$ cat config.mk
export PLATFORM = sky130hd
export DESIGN_NAME = regfile_bypass
export DESIGN_NICKNAME = d
export VERILOG_FILES = /design/src/rtl/regfile_bypass.sv
export SDC_FILE = /design/constraint.sdc
export NUM_CORES = 2
export LEC_CHECK = 0
export CAP_MARGIN = 30
export CORE_MARGIN = 2
export CORE_UTILIZATION = 50
export CTS_CLUSTER_DIAMETER = 60
export CTS_CLUSTER_SIZE = 24
export DETAILED_ROUTE_END_ITERATION = 8
export PLACE_DENSITY = 0.67
export SETUP_SLACK_MARGIN = 0.2
export SYNTH_ARGS = -nofsm -noshare
export SYNTH_HDL_FRONTEND = slang
export SYNTH_SLANG_ARGS = --single-unit
$ cat constraint.sdc
create_clock -name clk -period 106.9 [get_ports clk]
set_clock_uncertainty 0.2 [all_clocks]
set_input_delay 21.38 -clock clk [delete_from_list [all_inputs] [get_ports clk]]
set_output_delay 21.38 -clock clk [all_outputs]
set_load 0.03 [all_outputs]
$ cat src/rtl/regfile_bypass.sv
// Multi-ported register file with a hardwired-zero register 0 and a write counter.
// Optional same-cycle write-to-read forwarding. Reads are combinational.
module regfile_bypass #(
  parameter int WIDTH  = 32,
  parameter int DEPTH  = 32,
  parameter int AW     = 5,
  parameter int BYPASS = 1
) (
  input  logic             clk,
  input  logic             reset,
  input  logic             we,
  input  logic [AW-1:0]    waddr,
  input  logic [WIDTH-1:0] wdata,
  input  logic [AW-1:0]    raddr0,
  input  logic [AW-1:0]    raddr1,
  output logic [WIDTH-1:0] rdata0,
  output logic [WIDTH-1:0] rdata1,
  output logic [15:0]      wr_count
);

  // Mux slots cover the whole address space; slots at or above DEPTH stay zero.
  localparam int NSLOT = 1 << AW;

  logic [DEPTH-1:1][WIDTH-1:0] mem_q, mem_d;
  logic [15:0]                 wr_count_q, wr_count_d;
  logic                        wr_ok;
  logic [WIDTH-1:0][NSLOT-1:0] bits_t;
  logic [WIDTH-1:0]            stored0, stored1;
  logic                        hit0, hit1;

  always_comb begin
    wr_ok = we && (waddr != '0) && (int'(waddr) < DEPTH);
  end

  always_comb begin
    mem_d = mem_q;
    for (int i = 1; i < DEPTH; i++) begin
      if (wr_ok && (waddr == AW'(i))) begin
        mem_d[i] = wdata;
      end
    end
    wr_count_d = wr_count_q + (wr_ok ? 16'd1 : 16'd0);
  end

  always_ff @(posedge clk or posedge reset) begin
    if (reset) begin
      mem_q      <= '0;
      wr_count_q <= '0;
    end else begin
      mem_q      <= mem_d;
      wr_count_q <= wr_count_d;
    end
  end

  // Bit-transposed view: bits_t[b] holds bit b of every register, slot 0 is register 0.
  always_comb begin
    bits_t = '0;
    for (int b = 0; b < WIDTH; b++) begin
      for (int r = 1; r < DEPTH; r++) begin
        bits_t[b][r] = mem_q[r][b];
      end
    end
  end

  always_comb begin
    stored0 = '0;
    stored1 = '0;
    for (int b = 0; b < WIDTH; b++) begin
      stored0[b] = bits_t[b][raddr0];
      stored1[b] = bits_t[b][raddr1];
    end
  end

  always_comb begin
    hit0 = (BYPASS != 0) && wr_ok && (waddr == raddr0);
    hit1 = (BYPASS != 0) && wr_ok && (waddr == raddr1);
  end

  // Reset forces the read ports to zero, including any forwarded data.
  always_comb begin
    rdata0 = '0;
    rdata1 = '0;
    if (!reset) begin
      rdata0 = hit0 ? wdata : stored0;
      rdata1 = hit1 ? wdata : stored1;
    end
  end

  assign wr_count = wr_count_q;

endmodule

==> key figures <==
Yosys
  • Sequential area share after synthesis: 0.463
  • Synthesized-area fraction occupied by xor and xnor cells: 0.00402
  • Warnings from Yosys: 0
  • Area contributors post-synth: dfrtp_1, mux2_2, mux4_2, buf_2, mux2i_1
  • Post-synthesis mux area share: 0.410
  • Simple-Gate Fraction of Synth Area: 0.0349
  • Synth top area share: 0.463
  • Mapped Cells: approximately 3800
  • Synth cell types: 65
  • Adder-Cell Fraction of Synth Area: 0.000459
  • Largest family of logic cells by synthesized area: multiplexers
  • Area leader, netlist: dfrtp_1
  • Top_reg_cell synth: dfrtp_1
  • Seq cells post-synth: slightly above 1000
  • Post-synth EDFFs: 0
  • Syn nets: approximately 3800
  • Post-Syn Area: ~0.055 mm2
  • Syn Area/Cell: 14.4 um2
  • Synth Area in Compound Gates: 0.0491
  • Ys async rst share: 1.00

Floorplan
  • Initial cell density of the core: 0.502
  • Core ar.: between 0.1 and 0.15 mm2
  • Die X: 334 um
  • Boundary Pins: 130
  • Die height: 334 um
  • Die ar.: 0.112 mm2
  • Row count: 121

Timing
  • Worst-Margin Slew: about 1.1 ns
  • Max transition margin: 0.238
  • Slew Viols, Final: 0
  • Final setup fails: 0
  • Setup_tns: 0 ns
  • Fin. Hold Viols: 0
  • Final min period: a little under 50 ns
  • Min Hold Slack: 0.269 ns
  • RSZ-0062 raised after global routing: no
  • Fmax: roughly 0.021 GHz
  • Crit share post-route: 0.450

Finish
  • Multi-input logic area: roughly 0.027 mm2
  • Share of cells above drive strength 1: 0.496
  • Most common cell after layout, fill and taps aside: mux2_2
  • Most frequent cells in the layout: mux2_2, dfrtp_1, mux4_2
  • Post-Layout Inst Area: ~0.06 mm2
  • Util after Layout: 0.554
  • FF+latch area: between 0.02 and 0.03 mm2
  • Fillcell total: 8715
  • Nets: about 3800
  • Area growth syn-to-layout: 10.3%
  • ANT cells: 0

Power and ir drop
  • Worst VDD drop: 0.0124 mV
  • Power Dens Cells: approximately 18 mW/mm2
  • Overall Power: approximately 0.0011 W
  • Leakage: roughly 25 nW

Global routing
  • Gr usage total: 0.313
  • Initial antenna violation count: 3
  • Largest net degree at the start of global routing: between 150 and 200
  • GRT overflow: 0
  • First-pass GRT wire length: roughly 260000 um
  • Number of global-route vias before repair: between 30000 and 40000

Hold path
  • Hold Path Sink: wr_count[15]
  • Hold WC Path Type: flip-flop to flip-flop
  • Hold Crit Depth: 1
  • Hold_sp: wr_count[15]

Clock tree
  • H-tree Lvls: 3
  • CTS root buf: clkbuf_16
  • CTS tree: built
  • Cts repair resizes: 0
  • Clock sinks: slightly above 1000
  • Worst-case clock buffer depth: 3
  • Post-CTS setup buffers: 0
  • Cts bufs inserted: between 80 and 90
  • Clk pin slew, worst setup/hold paths: roughly 0.08 ns
  • Worst skew pair latency: between 0.6 and 0.7 ns
  • CTS Hold Bufs: 0

Setup path
  • Critical Path AT: roughly 27 ns
  • CP startpoint kind: primary input
  • Worst R2R Path Depth: 6
  • Crit end category: primary output
  • Req. time, crit path: around 85 ns
  • R2R setup slack: approximately 100 ns
  • Crit Path Class: primary input to primary output
  • FF-to-FF Start: wr_count[0]
  • Critical path startpoint: waddr[2]
  • RR Endpoint: wr_count[14]
  • Max FO, Critical Path: 13

Route
  • Avg WL per Cell: approximately 33 um
  • Drt first pass iters: 5
  • Drt drc: 0
  • Final ANT Viol Nets: 0
  • Vias per cell: 6.92
  • Starting DRT DRC Count: 4005
  • Detailed-route wire length: between 150000 and 200000 um
  • Vias post-DR: 36200

Run status
  • Outcome: complete, no violations

Placement
  • Post-DP HPWL: between 100000 and 150000 um
  • Quantity of I/O buffers inserted on ports: 129
  • Global placer's final weighted congestion: approximately 0.83
  • Placed instance area: 0.0569 mm2

Run
  • Max Cap Violations: 0
## where the power goes
group / total, W / internal (W) / switching (W)
combinational: 0.000240 / 0.000140 / 0.0000998
clock: 0.000352 / 0.000179 / 0.000173
sequential: 0.000510 / 0.000456 / 0.0000545
total: 0.00110 / 0.000775 / 0.000327
## logic make-up after synthesis
family,count (synthesis)
adder cells (fa/ha/maj),2
AO/OA/AOI/OAI,353
multiplexers,1603
XOR/XNOR,25
AND/OR/NAND/NOR,382
flip-flops,1008
buffers and inverters,403
## worst max path at each step
stage / endpoint / slack (ns) / depth (start not counted)
6_report: rdata0[3] / 58.76 / 8
4_1_cts: rdata0[3] / 59.00 / 8
3_3_place_gp: rdata0[3] / 59.09 / 8
2_1_floorplan: rdata0[11] / 36.57 / 2
3_5_place_dp: rdata0[3] / 59.02 / 8
5_1_grt: rdata0[3] / 58.80 / 8
## area by class of cell
class                      count  share of cell area
clock buffer                  96              0.0376
clock inverter                68              0.0151
inverter                       6            0.000499
multi-input combinational   2365               0.455
sequential                  1008               0.419
tap                         1414              0.0294
timing repair buffer         269              0.0425
## routing by layer
metal	up-vias	part of all wire	GRT usage
met5	-	0.00020	0
met4	6	0.043	0.127
met3	388	0.10	0.0745
met2	1882	0.45	0.470
met1	19300	0.40	0.441
li1	14600	-	-
## per-stage QoR
step                      setup slack, ns  std cells
after floorplan                     36.57       3776
after global routing                58.80       5226
after detailed placement            59.02       5060
after global placement              59.09       5048
after CTS                           59.00       5224
final                               58.76       5226
## cell usage after synthesis, types with 26 or more instances
cell type and count:
nor4_1 33, buf_2 155, buf_4 40, clkbuf_1 144, mux2i_1 77, nand2_1 56
o22ai_1 46, a22oi_1 59, nor2_1 133, mux4_2 391, o21ai_0 35, dfrtp_1 1008
buf_6 26, a221oi_1 71, nor3_1 75, buf_1 26, mux2_2 1131
## state kept, by name (all words and copies together), names as in the netlist
| register | count |
|---|---|
| bits_t | 992 |
| wr_count | 16 |
## critical path: stages
cell             delay (ns)
clkdlybuf4s50_1        0.81
or2_1                  0.43
o41a_1                 0.79
and4_1                 1.00
buf_4                  0.46
nor3_1                 0.11
nor3_1                 0.74
clkdlybuf4s50_1        0.82
Power figures use the tool's default switching activity.
